**src/rtl/dmvm_scheduler_pkg.sv**
```systemverilog
// Shared definitions for the DMVM scheduler slice.
//   sched_state_e     : run-control FSM states
//   WH_FLAG_BIT       : WH word bit that marks a subgraph header entry
//   WH_NN_LSB         : low bit of the num_node field in a WH word
//   COEF_FF_DEPTH_DEF : default coefficient FIFO depth (credit pool size)
package dmvm_scheduler_pkg;

  typedef enum logic [1:0] {
    ST_IDLE,
    ST_ISSUE,
    ST_DRAIN,
    ST_DONE
  } sched_state_e;

  localparam int unsigned WH_FLAG_BIT       = 0;
  localparam int unsigned WH_NN_LSB         = 1;
  localparam int unsigned COEF_FF_DEPTH_DEF = 256;

endpackage

```
**src/rtl/dmvm_scheduler_credit.sv**
```systemverilog
// Credit counter tracking free slots in the downstream coefficient FIFO.
//   clk, rst_n : clock, asynchronous active-low reset (count restores to DEPTH)
//   inc_i      : one slot freed (consumer pop)
//   dec_i      : one slot claimed (WH read issued)
//   avail_o    : at least one credit remains
module credit_counter #(
  parameter int unsigned DEPTH = 256
) (
  input  logic clk,
  input  logic rst_n,
  input  logic inc_i,
  input  logic dec_i,
  output logic avail_o
);

  localparam int unsigned   CW      = $clog2(DEPTH + 1);
  localparam logic [CW-1:0] DEPTH_C = CW'(DEPTH);

  logic [CW-1:0] count_q, count_d;
  logic          dec_ok, inc_ok;

  always_comb begin
    dec_ok  = dec_i && (count_q != '0);
    // A pop at a full pool is only meaningful when paired with a claim.
    inc_ok  = inc_i && ((count_q != DEPTH_C) || dec_ok);
    count_d = count_q;
    if (inc_ok && !dec_ok) begin
      count_d = count_q + CW'(1);
    end else if (dec_ok && !inc_ok) begin
      count_d = count_q - CW'(1);
    end
  end

  always_ff @(posedge clk or negedge rst_n) begin
    if (!rst_n) begin
      count_q <= DEPTH_C;
    end else begin
      count_q <= count_d;
    end
  end

  assign avail_o = (count_q != '0);

endmodule

```
**src/rtl/dmvm_scheduler.sv**
```systemverilog
// DMVM scheduler: streams WH entries out of BRAM into the DMVM engine,
// throttled by upstream fill level, coef FIFO credits and num_node FIFO
// back-pressure, then waits for every coefficient to complete.
//   start_i / busy_o / done_o            : run control
//   wh_wr_cnt_i                          : entries already written upstream
//   wh_rd_en_o, wh_addr_o, wh_dout_i     : WH BRAM read port (1-cycle latency)
//   dmvm_vld_o, dmvm_rdy_i               : DMVM input valid / per-coef done
//   coef_ff_rd_i                         : coef FIFO pop (returns a credit)
//   nn_ff_din_o, nn_ff_wr_vld_o, nn_ff_full_i : num_node FIFO write port
module dmvm_scheduler
  import dmvm_scheduler_pkg::*;
#(
  parameter int unsigned TOTAL_NODES    = 13264,
  parameter int unsigned NUM_NODE_WIDTH = 8,
  parameter int unsigned WH_WIDTH       = 201,
  parameter int unsigned COEF_FF_DEPTH  = COEF_FF_DEPTH_DEF,
  parameter int unsigned WH_ADDR_W      = $clog2(TOTAL_NODES)
) (
  input  logic                      clk,
  input  logic                      rst_n,
  input  logic                      start_i,
  input  logic [WH_ADDR_W:0]        wh_wr_cnt_i,
  output logic                      wh_rd_en_o,
  output logic [WH_ADDR_W-1:0]      wh_addr_o,
  input  logic [WH_WIDTH-1:0]       wh_dout_i,
  output logic                      dmvm_vld_o,
  input  logic                      dmvm_rdy_i,
  input  logic                      coef_ff_rd_i,
  output logic [NUM_NODE_WIDTH-1:0] nn_ff_din_o,
  output logic                      nn_ff_wr_vld_o,
  input  logic                      nn_ff_full_i,
  output logic                      busy_o,
  output logic                      done_o
);

  localparam int unsigned      PTR_W   = WH_ADDR_W + 1;
  localparam logic [PTR_W-1:0] TOTAL_C = PTR_W'(TOTAL_NODES);

  sched_state_e              state_q, state_d;
  logic [PTR_W-1:0]          rd_ptr_q, rd_ptr_d;
  logic [PTR_W-1:0]          rdy_cnt_q, rdy_cnt_d;
  logic                      vld_q, vld_d;
  logic                      nn_pend_q, nn_pend_d;
  logic [NUM_NODE_WIDTH-1:0] nn_din_q, nn_din_d;

  logic                      rd_en;
  logic                      credit_avail;
  logic                      hdr_now;
  logic                      nn_wr_vld;
  logic [NUM_NODE_WIDTH-1:0] nn_din;
  logic                      unused_wh_bits;

  // Upper WH payload bits feed the DMVM datapath, not this block.
  assign unused_wh_bits = ^wh_dout_i;

  credit_counter #(
    .DEPTH (COEF_FF_DEPTH)
  ) u_credit (
    .clk     (clk),
    .rst_n   (rst_n),
    .inc_i   (coef_ff_rd_i),
    .dec_i   (rd_en),
    .avail_o (credit_avail)
  );

  always_comb begin
    // Header handling: a blocked header write is parked and replayed until
    // the FIFO accepts it; reads stay off so no new header can overtake it.
    hdr_now   = vld_q && wh_dout_i[WH_FLAG_BIT];
    nn_wr_vld = nn_pend_q || hdr_now;
    nn_din    = nn_pend_q ? nn_din_q : wh_dout_i[WH_NN_LSB +: NUM_NODE_WIDTH];
    nn_pend_d = nn_wr_vld && nn_ff_full_i;
    nn_din_d  = nn_pend_d ? nn_din : '0;

    rd_en = (state_q == ST_ISSUE) && (rd_ptr_q < TOTAL_C) &&
            (rd_ptr_q < wh_wr_cnt_i) && credit_avail &&
            !nn_ff_full_i && !nn_pend_q;
    vld_d = rd_en;

    rd_ptr_d  = rd_ptr_q;
    rdy_cnt_d = rdy_cnt_q;
    if (rd_en) begin
      rd_ptr_d = rd_ptr_q + PTR_W'(1);
    end
    if (dmvm_rdy_i && ((state_q == ST_ISSUE) || (state_q == ST_DRAIN))) begin
      rdy_cnt_d = rdy_cnt_q + PTR_W'(1);
    end

    state_d = state_q;
    unique case (state_q)
      ST_IDLE:  if (start_i) state_d = ST_ISSUE;
      ST_ISSUE: if (rd_ptr_q == TOTAL_C) state_d = ST_DRAIN;
      // Looking at the incremented count lets done_o follow the final
      // completion pulse by a single cycle.
      ST_DRAIN: if (rdy_cnt_d == TOTAL_C) state_d = ST_DONE;
      ST_DONE: begin
        state_d   = ST_IDLE;
        rd_ptr_d  = '0;
        rdy_cnt_d = '0;
      end
      default:  state_d = ST_IDLE;
    endcase
  end

  always_ff @(posedge clk or negedge rst_n) begin
    if (!rst_n) begin
      state_q   <= ST_IDLE;
      rd_ptr_q  <= '0;
      rdy_cnt_q <= '0;
      vld_q     <= 1'b0;
      nn_pend_q <= 1'b0;
      nn_din_q  <= '0;
    end else begin
      state_q   <= state_d;
      rd_ptr_q  <= rd_ptr_d;
      rdy_cnt_q <= rdy_cnt_d;
      vld_q     <= vld_d;
      nn_pend_q <= nn_pend_d;
      nn_din_q  <= nn_din_d;
    end
  end

  assign wh_rd_en_o     = rd_en;
  assign wh_addr_o      = rd_ptr_q[WH_ADDR_W-1:0];
  assign dmvm_vld_o     = vld_q;
  assign nn_ff_wr_vld_o = nn_wr_vld;
  assign nn_ff_din_o    = nn_wr_vld ? nn_din : '0;
  assign busy_o         = (state_q == ST_ISSUE) || (state_q == ST_DRAIN);
  assign done_o         = (state_q == ST_DONE);

endmodule

```
**config.mk**
```make
export PLATFORM = sky130hd
export DESIGN_NAME = dmvm_scheduler
export DESIGN_NICKNAME = d
export VERILOG_FILES = /design/src/rtl/dmvm_scheduler_pkg.sv /design/src/rtl/dmvm_scheduler_credit.sv /design/src/rtl/dmvm_scheduler.sv
export SDC_FILE = /design/constraint.sdc
export NUM_CORES = 1
export LEC_CHECK = 0
export CAP_MARGIN = 25
export CELL_PAD_IN_SITES_DETAIL_PLACEMENT = 1
export CELL_PAD_IN_SITES_GLOBAL_PLACEMENT = 1
export CORE_AREA = 2 2 97 99
export CTS_CLUSTER_SIZE = 8
export DETAILED_ROUTE_END_ITERATION = 7
export DIE_AREA = 0 0 99 101
export DONT_BUFFER_PORTS = 1
export PLACE_DENSITY_LB_ADDON = 0.1
export REMOVE_ABC_BUFFERS = 1
export SLEW_MARGIN = 20
export SYNTH_ARGS = -nofsm -noshare
export SYNTH_HDL_FRONTEND = slang
export SYNTH_SLANG_ARGS = --single-unit
```
**constraint.sdc**
```tcl
create_clock -name clk -period 5.55 [get_ports clk]
set_input_delay 0.555 -clock clk [delete_from_list [all_inputs] [get_ports clk]]
set_output_delay 0.555 -clock clk [all_outputs]
set_load 0.05 [all_outputs]
```
Word-level counts from Yosys, hierarchy flattened
Index checks and enable logic that the tools add are counted.
Word-level totals
  output and inout bits: 27
  flip-flop bits (word level): 51
  logic and storage cells: 59
Cells by class
  multiplexer cells: 13
  $lt $le $gt $ge: 2
  eq/ne operators: 9
  reduce and logical (&&, ||, !) cells: 24
  $add $sub $neg: 4
Operator list (number)
  $mux 15: 4
  $add 15x1->15 const B: 2
  $eq 15x14->1 const B: 2
  $mux 8: 3
  $mux 9: 2
  $lt 15x14->1 const B: 1
  $lt 15x15->1: 1
  $logic_and 1x1->1: 12
  $add 9x1->9 const B: 1
  $ne 9x9->1 const B: 1
  $reduce_bool 9->1: 1
  $sub 9x1->9 const B: 1
  $pmux 2 s4: 1
  $mux 2: 3
  $eq 2x2->1 const B: 2
  $logic_not 1->1: 4
  $ne 2x1->1 const B: 2
  $reduce_bool 2->1: 2
  $logic_or 1x1->1: 3
  $reduce_and 3->1: 1
  $eq 2x1->1 const B: 1
  $logic_not 2->1: 1
  $ne 2x2->1 const B: 1

Longest topological paths before layout
Gate-level depths: netlist of run 1.
  depth in word-level cells: 13
  mapped depth: 18

By module
Synthesis of run 1 repeated with hierarchy kept, for this count alone.
Second synthesis, totals
  cells, all modules: 404
  area total of the unflattened synthesis: 3706.1 µm²
By module, submodules not included
  dmvm_scheduler: area an instance 2932.8 µm², cells an instance 317, times used 1
  credit_counter: area an instance 773.2 µm², cells an instance 87, times used 1

Worst setup path after synthesis of run 1
Ideal clock, no wire load.
  path kind: input port to flip-flop
  start: in wh_wr_cnt_i[8]
  end: reg u_credit.count_q[8]
  slack: 1532 ps
  arrival: 3938 ps
  stages on the path: 18
  buffers on the path: 0
  cells stage by stage: inv_1 ha_1 a21o_1 a21o_1 a21oi_1 o22ai_1 nor2_2 o31a_1 ha_1 inv_1 ha_1 nor2b_1 o21a_1 o21ai_0 a21oi_1 or3_1 a21oi_1 o2bb2ai_1
Between the ends
  longest elaborated chain between the ends: 11
  elaborated cells on any way between the ends: 14
  those cells by class: order compare: 1; mux: 1; reduce/logical: 12
RTL lines
  start, declared: RTL line dmvm_scheduler.sv:22  | input logic [WH_ADDR_W:0] wh_wr_cnt_i,
  $lt 15x15->1 (*): RTL line dmvm_scheduler.sv:76  | (rd_ptr_q < wh_wr_cnt_i) && credit_avail &&
  $logic_and 1x1->1 (*): RTL line dmvm_scheduler.sv:75  | rd_en = (state_q == ST_ISSUE) && (rd_ptr_q < TOTAL_C) &&
  $logic_and 1x1->1 (*) (2 in series): RTL line dmvm_scheduler.sv:76
  $logic_and 1x1->1 (*): RTL line dmvm_scheduler.sv:77  | !nn_ff_full_i && !nn_pend_q;
  via wh_rd_en_o: RTL line dmvm_scheduler.sv:23  | output logic wh_rd_en_o,
  $logic_and 1x1->1 (*): RTL line dmvm_scheduler_credit.sv:23  | dec_ok = dec_i && (count_q != '0);
  $logic_or 1x1->1: RTL line dmvm_scheduler_credit.sv:25  | inc_ok = inc_i && ((count_q != DEPTH_C) || dec_ok);
  $logic_and 1x1->1: RTL line dmvm_scheduler_credit.sv:25
  $logic_not 1->1: RTL line dmvm_scheduler_credit.sv:29  | end else if (dec_ok && !inc_ok) begin
  $logic_and 1x1->1: RTL line dmvm_scheduler_credit.sv:29
  $reduce_bool 2->1 (no source line)
  end signal, assigned: RTL line dmvm_scheduler_credit.sv:38  | count_q <= count_d;
  end, declared: RTL line dmvm_scheduler_credit.sv:19  | logic [CW-1:0] count_q, count_d;
Mark *: on every way through the listed nets, which the timed path passes. The rest lies on a longest branch.
A chain may end at the register's enable or synchronous reset.

Worst setup path in the final report of run 1
  start: reg rd_ptr_q[8]
  end: reg u_credit.count_q[8]
Between the ends
  longest elaborated chain between the ends: 12
  elaborated cells on any way between the ends: 16
  those cells by class: order compare: 2; mux: 1; reduce/logical: 13
RTL lines
  start, declared: RTL line dmvm_scheduler.sv:40  | logic [PTR_W-1:0] rd_ptr_q, rd_ptr_d;
  start signal, assigned: RTL line dmvm_scheduler.sv:115  | rd_ptr_q <= rd_ptr_d;
  $lt 15x14->1: RTL line dmvm_scheduler.sv:75
  $logic_and 1x1->1: RTL line dmvm_scheduler.sv:75
  $logic_and 1x1->1 (*): RTL line dmvm_scheduler.sv:75
  $logic_and 1x1->1 (*) (2 in series): RTL line dmvm_scheduler.sv:76
  $logic_and 1x1->1 (*): RTL line dmvm_scheduler.sv:77
  $logic_and 1x1->1 (*): RTL line dmvm_scheduler_credit.sv:23
  $logic_or 1x1->1: RTL line dmvm_scheduler_credit.sv:25
  $logic_and 1x1->1: RTL line dmvm_scheduler_credit.sv:25
  $logic_not 1->1: RTL line dmvm_scheduler_credit.sv:29
  $logic_and 1x1->1: RTL line dmvm_scheduler_credit.sv:29
  $reduce_bool 2->1 (no source line)
Mark *: on every way between the ends. The rest lies on a longest branch, timed or not.

==> results by group, run 1 <==
Global route
  – Congestion Overflow GR: 0
  – Largest net degree at the start of global routing: 51
  – Vias in the first global route: 2778
  – First-pass GRT wire length: 14.61 mm
  – Tot GR Track Use: 18.52%
  – Initial antenna violation count: 0

Yosys
  – Adder-Cell Fraction of Synth Area: 11.12%
  – Synth top area cells: dfrtp_1 (36%), ha_1 (11%), nor2_1 (4.9%)
  – EDFF count, synth: 0
  – Leading area contributor after synthesis: dfrtp_1
  – Netlist cell types: 58
  – Synth Area in Compound Gates: 10.50%
  – Post-Synth XOR/XNOR Area: 7.885%
  – Mean Syn Cell Area: 9.014 sq um
  – Synth Flop Type: dfrtp_1
  – Synth Area in Simple Gates: 22.38%
  – Synth Warn #: 0
  – Largest family of logic cells by synthesized area: simple AND/OR/NAND/NOR gates
  – Fraction of registers with async set/reset: 100.0%
  – Seq/Total Area, Yosys: 37.10%
  – Cell area after synthesis: 3443 sq um
  – Post-synthesis mux area share: 3.706%
  – Cells after Synth: 382
  – Synth top area share: 36.34%
  – Seq cells post-synth: 51

Critical path
  – Crit Path Class: flop to flop
  – Critical Path Fanout Max: 7
  – RR Endpoint: u_credit.count_q[8]
  – Worst path arrival time: 4420 ps
  – Minimum setup slack among reg-to-reg paths: 1390 ps
  – CP startpoint kind: flop
  – WP data required: 5810 ps
  – Crit end category: flop
  – CP Capture Point: u_credit.count_q[8]
  – Critical R2R Launch: rd_ptr_q[8]
  – R2R depth: 17
  – Worst Setup SP: rd_ptr_q[8]

Layout
  – Commonest cells after routing, fill and taps aside: dfrtp_1 (50), nor2_1 (45), inv_1 (29), ha_1 (29), nand2_1 (26)
  – Share of cells above drive strength 1: 8.533%
  – NumNets Final: 626
  – Ant. Diodes: 0
  – Synthesis-to-finish area growth: 4.760%
  – Fillers: 1066
  – Most common cell after layout, fill and taps aside: dfrtp_1

Clocking
  – CTS max path bufs: 2
  – Clk sinks: 51
  – Clock slew at reported path FFs: 110 ps
  – Post-cts hold buffer count: 1
  – Postcts setup bufs: 0
  – Worst skew pair latency: 320 ps
  – Cts repair resizes: 0
  – CTS tree: built
  – Htree depth: 2
  – CTS Buf Count: 5
  – CTS Root Cell: clkbuf_8

Min path
  – Hold WC Path Type: input port to async pin

Routing
  – Post-DRT Antenna Nets: 0
  – Iter 0 DRT Violations: 60
  – WL per Instance: 17.96 microns
  – DRC Markers: 0
  – WL final: 8.729 mm
  – Routed via count: 2570
  – DRT Pass-1 Iters: 4
  – Vias per cell: 5.288

STA
  – Final Max Slew Viols: 0
  – Worst setup margin: 1388 ps
  – Final hold violation count: 0
  – Period utilization: 74.99%
  – Fmax achieved: 0.2403 GHz
  – RSZ-0062 raised after global routing: no
  – Crit path time final: 4162 ps
  – Setup Skew: 7.391 ps
  – Worst Max-Slew Pin Slew: 962.4 ps
  – Setup violations, final: 0
  – WHS: 64.41 ps
  – Setup TNS: 0 ps
  – Slew Limit Headroom: 35.60%

Floorplan
  – Row count: 35
  – Io pins: 249
  – Die Span Y: 101 microns
  – Core Region: 8977 sq um
  – Die area: 9999 sq um
  – Starting Density: 38.36%
  – DIE WIDTH: 99 microns

Placement
  – Hpwl dp: 6.453 mm
  – I/O Buffers: 0
  – Post-Place Worst Slack: 1382 ps
  – GP Congestion: 0.7202

Outcome
  – Status: complete, no violations

Flow run
  – Max cap viols: 0

Power
  – P_leak: 1.672 nW
  – VDD IR max: 191.3 uV
  – PwrDens: 401.1 nW/um^2
-- metrics by stage --
step | std cells | util, % | total power [mW] | cell area [sq um]
detailed placement | 477 | 38.82 | 1.212 | 3485
CTS | 486 | 40.18 | 1.471 | 3607
global route | 486 | 40.18 | 1.583 | 3607
floorplan | 360 | - | 1.058 | 3301
finish | 486 | 40.18 | 1.447 | 3607
global placement | 477 | 38.82 | 1.191 | 3485
-- layout make-up --
| type | count | area [sq um] | area share [%] |
|---|---|---|---|
| multi-input cells | 280 | 1914 | 53.07 |
| flip-flops and latches | 51 | 1277 | 35.41 |
| well taps | 111 | 138.9 | 3.850 |
| inverters | 29 | 108.9 | 3.018 |
| repair buffers | 7 | 72.57 | 2.012 |
| clock buffers | 5 | 68.82 | 1.908 |
| clock inverters | 3 | 26.28 | 0.7284 |
-- cells in the mapped netlist, types with 2 or more instances --
cell type	number
mux2_2	2
xnor2_1	17
nor4b_1	2
o22ai_1	3
nand2_1	26
mux2i_1	9
inv_1	29
and3_1	3
a21o_1	3
nor2_1	45
xor2_1	14
nand2b_1	3
o31ai_1	2
dfrtp_1	50
clkbuf_1	3
nor4_1	8
o21a_1	2
or3_1	2
a21oi_1	18
ha_1	29
or2_2	3
o21ai_0	17
and2_1	8
buf_2	3
a31oi_1	3
nor2b_1	6
nand4_1	10
buf_4	15
nand3_1	10
nor3_1	9
-- flip-flops by register name, summed over array words and instances (netlist names) --
signal	count
rdy_cnt_q	15
rd_ptr_q	15
dmvm_vld_o	1
state_q	2
nn_pend_q	1
u_credit.count_q	9
nn_din_q	8
-- metal layers --
layer / vias to the layer above / track usage [%] / routed length, microns
met1: 1238 / 24.92 / 4221
met3: 7 / 5.062 / 478
li1: 1289 / - / -
met5: - / 0 / 0
met2: 36 / 29.89 / 3960
met4: 0 / 4.110 / 68
-- power breakdown --
group	leakage (nW)	internal, mW	total [mW]	switching (mW)
clock network	0.0491	0.0933	0.239	0.146
logic	0.938	0.251	0.658	0.407
registers	0.685	0.440	0.550	0.110
total	1.67	0.784	1.45	0.663
-- critical path, cell delays in order, from the launching register on --
cell	delay (ps)
dfrtp_1	780
ha_1	370
a21o_1	180
a21o_1	160
a21oi_1	170
o22ai_1	120
nor2_2	150
o31a_1	140
ha_1	220
inv_1	160
ha_1	350
nor2b_1	150
o21a_1	180
o21ai_0	280
a21oi_1	120
or3_1	340
a21oi_1	140
o2bb2ai_1	90
-- logic make-up (layout without fill, tap and decap cells) --
family                     Yosys count  after routing
buffers and inverters               51             44
adders and majority gates           30             30
xor gates and xnor gates            31             31
DFF                                 51             51
and+or+nand+nor                    148            148
muxes                               12             12
AOI/OAI and AO/OA                   59             59
-- worst min path at each step --
| stage | cells past startpoint | slack, ps | end | start |
|---|---|---|---|---|
| finish | 0 | 60 | u_credit.count_q[8] | rst_n |
| global route | 0 | 50 | u_credit.count_q[8] | rst_n |
| CTS | 0 | 60 | u_credit.count_q[8] | rst_n |
| detailed placement | 0 | 260 | u_credit.count_q[5] | rst_n |
| global placement | 0 | 260 | u_credit.count_q[5] | rst_n |
| floorplan | 0 | 260 | dmvm_vld_o | rst_n |
Power figures use the tool's default switching activity.
==> inputs of run 2 (changes only) <==
--- a/config.mk
+++ b/config.mk
@@ -8,10 +8,10 @@
 export CAP_MARGIN = 25
 export CELL_PAD_IN_SITES_DETAIL_PLACEMENT = 1
 export CELL_PAD_IN_SITES_GLOBAL_PLACEMENT = 1
-export CORE_AREA = 2 2 97 99
+export CORE_AREA = 2 2 96 98
 export CTS_CLUSTER_SIZE = 8
 export DETAILED_ROUTE_END_ITERATION = 7
-export DIE_AREA = 0 0 99 101
+export DIE_AREA = 0 0 98 100
 export DONT_BUFFER_PORTS = 1
 export PLACE_DENSITY_LB_ADDON = 0.1
 export REMOVE_ABC_BUFFERS = 1
==> constraint.sdc (replaced) <==
create_clock -name clk -period 3.36 [get_ports clk]
set_input_delay 0.336 -clock clk [delete_from_list [all_inputs] [get_ports clk]]
set_output_delay 0.336 -clock clk [all_outputs]
set_load 0.05 [all_outputs]
==> run 2 against run 1 <==
- the flow now finishes with violations (setup timing)
- clock skew increased by 4.2 ps
- register-to-register slack got worse by 1400 ps
- clock-buffer cell count is the same
- sequential cell count unchanged
- clock power is 69% higher
- utilization grew 7.5 points
- first-iteration DRC count grew 18%
- final cell count increased by 11%
- sequential share of layout area shrank 5.3 points
- total power is 89% higher
- critical endpoint is now u_credit.count_q[6]
==> results by group, run 2 (synthesized netlist as in run 1, its figures left out) <==
Clocking
  – CTS tree: built
  – Clk sinks: 51
  – Worst skew pair latency: 320 ps
  – Htree depth: 2
  – CTS max path bufs: 2
  – Clock slew at reported path FFs: 110 ps
  – CTS Buf Count: 5
  – CTS Root Cell: clkbuf_8

STA
  – Worst Max-Slew Pin Slew: 938.5 ps
  – Final hold violation count: 0
  – Slew Limit Headroom: 37.20%
  – Setup violations, final: 2
  – Final Max Slew Viols: 0
  – Period utilization: 100.3%
  – Setup Skew: 11.56 ps
  – RSZ-0062 raised after global routing: yes
  – Worst setup margin: -9.536 ps
  – Crit path time final: 3370 ps
  – Setup TNS: -12.65 ps
  – Fmax achieved: 0.2968 GHz

Routing
  – Met3 WL: 537 microns
  – DRC Markers: 0
  – WL met2: 4.580 mm
  – Vias per cell: 5.327
  – Post-DRT Antenna Nets: 0
  – WL final: 9.588 mm
  – WL per Instance: 17.79 microns
  – DRT Pass-1 Iters: 4
  – Max Used Layer: met5
  – WL met1: 4.301 mm
  – Routed via count: 2871
  – Iter 0 DRT Violations: 71

Placement
  – Post-Place Worst Slack: -144.1 ps
  – GP Congestion: 0.8038
  – Hpwl dp: 6.728 mm
  – Placed Cells incl. Taps: 514
  – I/O Buffers: 0
  – DP Area: 3762 sq um

Global route
  – Tot GR Track Use: 19.30%
  – First-pass GRT wire length: 15.15 mm
  – Congestion Overflow GR: 0
  – Largest net degree at the start of global routing: 52
  – Initial antenna violation count: 2
  – Vias in the first global route: 2951

Floorplan
  – Starting Density: 38.73%
  – Core Region: 8890 sq um
  – DIE WIDTH: 98 microns
  – Die Span Y: 100 microns
  – Die area: 9800 sq um
  – Io pins: 249
  – Row count: 35

Layout
  – Most common cell after layout, fill and taps aside: buf_4
  – Post-route cell area: 4237 sq um
  – Share of cells above drive strength 1: 25.93%
  – Commonest cells after routing, fill and taps aside: buf_4 (55), dfrtp_1 (50), nor2_1 (45), inv_1 (28), nand2_1 (25)
  – Post-Layout Cell Count: 539
  – Largest registers: rd_ptr_q x15, rdy_cnt_q x15, u_credit.count_q x9
  – NumNets Final: 679
  – Fillers: 1037
  – Ant. Diodes: 0
  – Synthesis-to-finish area growth: 23.04%

Flow run
  – Max cap viols: 0

Critical path
  – R2R depth: 17
  – Worst path max stage delay: 450 ps
  – Buffers & Inverters on Critical Path: 2
  – CP startpoint kind: flop
  – Crit. path cell count: 17
  – Top delay family on crit path: compound AO/OA/AOI/OAI gates
  – Crit end category: flop
  – Worst Setup SP: rd_ptr_q[7]
  – WP data required: 3570 ps
  – Crit Path Class: flop to flop
  – RR Endpoint: u_credit.count_q[6]
  – Crit-path cells: ha_1 -> nand4_1 -> or2_4 -> o22ai_4 -> nor2_4 -> o31a_1 -> ha_2 -> inv_2 -> ha_1 -> nor2b_1 -> o21a_1 -> o21ai_2 -> buf_4 -> nand2b_1 -> a21oi_2 -> xor2_1 -> o21ai_1
  – Max stage delay cell, worst path: dfrtp_1
  – Worst path arrival time: 3580 ps
  – Critical Path Fanout Max: 3
  – Critical R2R Launch: rd_ptr_q[7]
  – Minimum setup slack among reg-to-reg paths: -10 ps
  – CP Capture Point: u_credit.count_q[6]
  – Most common cell on crit path: ha_1

Power
  – VDD IR max: 379.6 uV
  – P_leak: 1.957 nW
  – PwrDens: 644.3 nW/um^2

Min path
  – Hold path startpoint: nn_ff_full_i
  – Hold WC Path Type: input port to flop

Outcome
  – Failing checks: setup timing
  – Status: finished with violations
==> run 2: area by class of cell <==
class                      instances  area, sq um  share of cell area, %
clock buffer                       5        68.82                  1.624
sequential                        51         1277                  30.15
timing repair buffer              60        484.2                  11.43
clock inverter                     3        28.78                 0.6793
tap                              111        138.9                  3.278
inverter                          29        108.9                  2.569
multi-input combinational        280         2130                  50.27
==> run 2: timing repair <==
action                                  4_1_cts  5_1_grt
resized for setup                            11       34
hold buffers                                  2        0
endpoints found under the setup margin        3        4
hold endpoints to repair                     51        0
pin swaps                                     3       16
setup buffers                                 8        7
==> run 2: through the flow <==
stage	hold WS [ps]	util (%)	total power [mW]
after floorplan	40.41	-	1.747
after global routing	114.3	47.66	2.955
after CTS	126.2	45.04	2.645
final	130.1	47.66	2.730
after detailed placement	41.32	42.32	2.157
after global placement	41.39	42.32	2.121
==> run 2: power breakdown <==
part | leakage (nW) | internal (mW) | switching (mW)
clock | 0.0502 | 0.155 | 0.249
combinational | 1.22 | 0.630 | 0.855
sequential | 0.685 | 0.728 | 0.112
total | 1.96 | 1.51 | 1.22
==> run 2: how the worst min path moves through the flow <==
stage                          endpoint  slack [ps]  cells past startpoint
floorplan                    dmvm_vld_o          40                      0
global placement    u_credit.count_q[4]          40                      0
detailed placement  u_credit.count_q[4]          40                      0
CTS                         nn_din_q[3]         130                      1
global route                nn_din_q[6]         110                      1
finish                      nn_din_q[3]         130                      1
==> run 2: routing by layer <==
metal  track usage [%]  vias up
met1             25.91     1403
met2             31.66       55
met4             3.526        4
li1                  -     1395
met5                 0        -
met3             5.432       14
==> inputs of run 3 (changes only) <==
--- a/config.mk
+++ b/config.mk
@@ -8,14 +8,16 @@
 export CAP_MARGIN = 25
 export CELL_PAD_IN_SITES_DETAIL_PLACEMENT = 1
 export CELL_PAD_IN_SITES_GLOBAL_PLACEMENT = 1
-export CORE_AREA = 2 2 96 98
+export CORE_MARGIN = 1
+export CORE_UTILIZATION = 40
 export CTS_CLUSTER_SIZE = 8
 export DETAILED_ROUTE_END_ITERATION = 7
-export DIE_AREA = 0 0 98 100
 export DONT_BUFFER_PORTS = 1
+export GPL_ROUTABILITY_DRIVEN = 1
 export PLACE_DENSITY_LB_ADDON = 0.1
 export REMOVE_ABC_BUFFERS = 1
 export SLEW_MARGIN = 20
 export SYNTH_ARGS = -nofsm -noshare
 export SYNTH_HDL_FRONTEND = slang
+export SYNTH_HIERARCHICAL = 1
 export SYNTH_SLANG_ARGS = --single-unit
==> run 3 against run 2 <==
- cell area increased by 4.3%
- highest routed layer is now met4
- clock power fell by 3%
- the flow finishes with violations (DRC, setup timing)
- final cell count up 3.7%
- global-route usage is 2.1 points higher
- critical path type unchanged
- register-to-register slack got worse by 180 ps
- total power grew 11%
==> results by group, run 3 <==
Floorplan
  – Starting Density: 41.88%
  – Io pins: 249
  – Die area: 9654 sq um
  – DIE WIDTH: 98.26 microns
  – Row count: 34
  – Die Span Y: 98.26 microns
  – Core Region: 8848 sq um

Outcome
  – Failing checks: DRC, setup timing
  – Status: finished with violations

Power
  – PwrDens: 685.4 nW/um^2
  – P_leak: 2.089 nW
  – Sequential share of power: 27.4%
  – Internal power: 1.695 mW
  – Clock power share: 13.0%
  – Switch share: 44.00%
  – Combinational Power Share: 59.6%
  – Psw: 1.332 mW
  – VDD IR max: 373.8 uV

Clocking
  – Worst skew pair latency: 320 ps
  – Htree depth: 2
  – CTS Buf Count: 5
  – Clock slew at reported path FFs: 110 ps
  – CTS Root Cell: clkbuf_8
  – Clk sinks: 51
  – CTS max path bufs: 2
  – CTS tree: built

Critical path
  – RR Endpoint: u_credit/count_q[8]
  – Critical R2R Launch: rd_ptr_q[12]
  – Minimum setup slack among reg-to-reg paths: -190 ps
  – Worst path arrival time: 3770 ps
  – CP Capture Point: u_credit/count_q[8]
  – CP startpoint kind: flop
  – WP data required: 3580 ps
  – Critical Path Fanout Max: 3
  – Crit end category: flop
  – R2R depth: 15
  – Worst Setup SP: rd_ptr_q[12]
  – Crit Path Class: flop to flop

Layout
  – Synthesis-to-finish area growth: 19.18%
  – Largest registers: rd_ptr_q x15, rdy_cnt_q x15, u_credit/count_q x9
  – Share of cells above drive strength 1: 26.16%
  – Post-route cell area: 4417 sq um
  – Most common cell after layout, fill and taps aside: buf_4
  – Ant. Diodes: 0
  – NumNets Final: 702
  – Commonest cells after routing, fill and taps aside: buf_4 (64), dfrtp_1 (49), nor2_1 (46), inv_1 (29), nand2_1 (23)

Yosys
  – Mean Syn Cell Area: 9.173 sq um
  – Synth Flop Type: dfrtp_1
  – Synth Warn #: 6
  – Leading area contributor after synthesis: dfrtp_1
  – Netlist cell types: 63
  – Fraction of registers with async set/reset: 100.0%
  – EDFF count, synth: 0
  – Synth top area cells: dfrtp_1 (34%), ha_1 (9.8%), nor2_1 (4.7%)
  – Seq/Total Area, Yosys: 34.47%
  – Cells after Synth: 404
  – Synth top area share: 33.76%
  – Seq cells post-synth: 51
  – Most common cell in the netlist: dfrtp_1
  – Cell area after synthesis: 3706 sq um
  – Commonest cells in the netlist: dfrtp_1 (50), nor2_1 (46), inv_1 (30)

STA
  – Period utilization: 105.7%
  – Worst setup margin: -192.3 ps
  – Setup Skew: 13.35 ps
  – Fmax achieved: 0.2815 GHz
  – Worst Max-Slew Pin Slew: 943.9 ps
  – Final Max Slew Viols: 0
  – RSZ-0062 raised after global routing: yes
  – Crit path time final: 3552 ps
  – Final hold violation count: 0
  – Slew Limit Headroom: 36.84%
  – Setup TNS: -581.3 ps
  – Setup violations, final: 4

Routing
  – WL per Instance: 17.65 microns
  – Iter 0 DRT Violations: 76
  – DRT Pass-1 Iters: 8
  – DRC Markers: 2
  – WL final: 9.864 mm
  – Vias per cell: 5.456
  – Post-DRT Antenna Nets: 0
  – Routed via count: 3050

Placement
  – GP Congestion: 0.8118
  – I/O Buffers: 0
  – Hpwl dp: 7.397 mm
  – DP Area: 4131 sq um

Global route
  – Largest net degree at the start of global routing: 52
  – Vias in the first global route: 3260
  – Initial antenna violation count: 0
  – Congestion Overflow GR: 0
  – Tot GR Track Use: 21.41%
  – First-pass GRT wire length: 16.34 mm

Flow run
  – Max cap viols: 0

Min path
  – Hold WC Path Type: input port to flop
  – Hold-critical path depth: 1
run 3: changes by cell type after synthesis, sizes merged, moves of 3 or more:
cell | previous run | this run
a211oi | 0 | 3
a21o | 3 | 7
a21oi | 19 | 15
clkbuf | 3 | 7
mux2 | 3 | 8
nor2b | 6 | 14
nor4b | 3 | 0
o211ai | 0 | 6
o21a | 2 | 5
o21ai | 17 | 10
o22ai | 3 | 0
xnor2 | 17 | 13
run 3: worst min-delay path by stage:
stage,slack (ps),startpoint,endpoint
CTS,130,nn_ff_full_i,nn_din_q[3]
finish,130,nn_ff_full_i,nn_din_q[3]
global route,120,nn_ff_full_i,nn_din_q[5]
floorplan,40,rst_n,dmvm_vld_o
global placement,40,rst_n,rd_ptr_q[7]
detailed placement,40,rst_n,rd_ptr_q[7]
run 3: layout make-up:
cell class / count / area [sq um]
timing repair buffer: 67 / 529.3
fill: 1064 / 4432
clock buffer: 5 / 68.82
clock inverter: 3 / 26.28
multi-input combinational: 295 / 2263
inverter: 30 / 115.1
tap: 108 / 135.1
sequential: 51 / 1279
run 3: logic make-up (layout without fill, tap and decap cells):
family,after synthesis,after routing,synth area share [%]
XOR/XNOR,26,26,6.145
multiplexers,17,17,5.064
adder cells (fa/ha/maj),30,30,10.33
AO/OA/AOI/OAI,66,66,13.47
buffers and inverters,58,105,7.832
AND/OR/NAND/NOR,156,156,22.69
flip-flops,51,51,34.47
run 3: worst max-delay path, cell delays in order, from the launching register on:
cell       delay [ps]
dfrtp_1           450
ha_4              230
a21o_1            150
a21o_1            170
a2111oi_4         400
o221ai_2          200
a21oi_4           210
nand2_2           100
ha_4              190
buf_6             110
fa_2              360
nor2b_4           130
o31a_1            200
o211ai_2          140
and3_4            170
o41ai_2           260
run 3: per-layer routing:
metal / GRT usage [%] / up-vias / part of all wire, %
met1: 26.62 / 1498 / 44
met2: 38.52 / 57 / 50
met4: 5.166 / 0 / 1.5
met5: 0 / - / 0
met3: 3.651 / 12 / 3.8
li1: - / 1483 / -
run 3: repair_timing:
action,in CTS,in global routing
endpoints found under the hold margin,51,0
hold buffers,2,0
endpoints found under the setup margin,6,6
pin swaps,23,17
resized for setup,17,7
buffers inserted,2,1
run 3: power by group through the flow:
stage	registers [mW]	logic, mW	clock network (mW)
finish	0.828	1.81	0.393
global route	0.843	1.98	0.432
CTS	0.826	1.78	0.413
detailed placement	0.834	1.65	0
global placement	0.831	1.60	0
floorplan	0.878	1.02	0
run 3: stage by stage:
step / util (%) / std cells / total power [mW] / setup slack [ps] / hold WS, ps
floorplan: - / 376 / 1.894 / -1057 / 40.41
global placement: 46.69 / 546 / 2.434 / -397.6 / 42.17
detailed placement: 46.69 / 546 / 2.483 / -504.7 / 42.31
CTS: 49.35 / 558 / 3.021 / -220.0 / 126.2
global route: 49.92 / 559 / 3.259 / -336.2 / 123.4
finish: 49.92 / 559 / 3.027 / -192.3 / 134.5
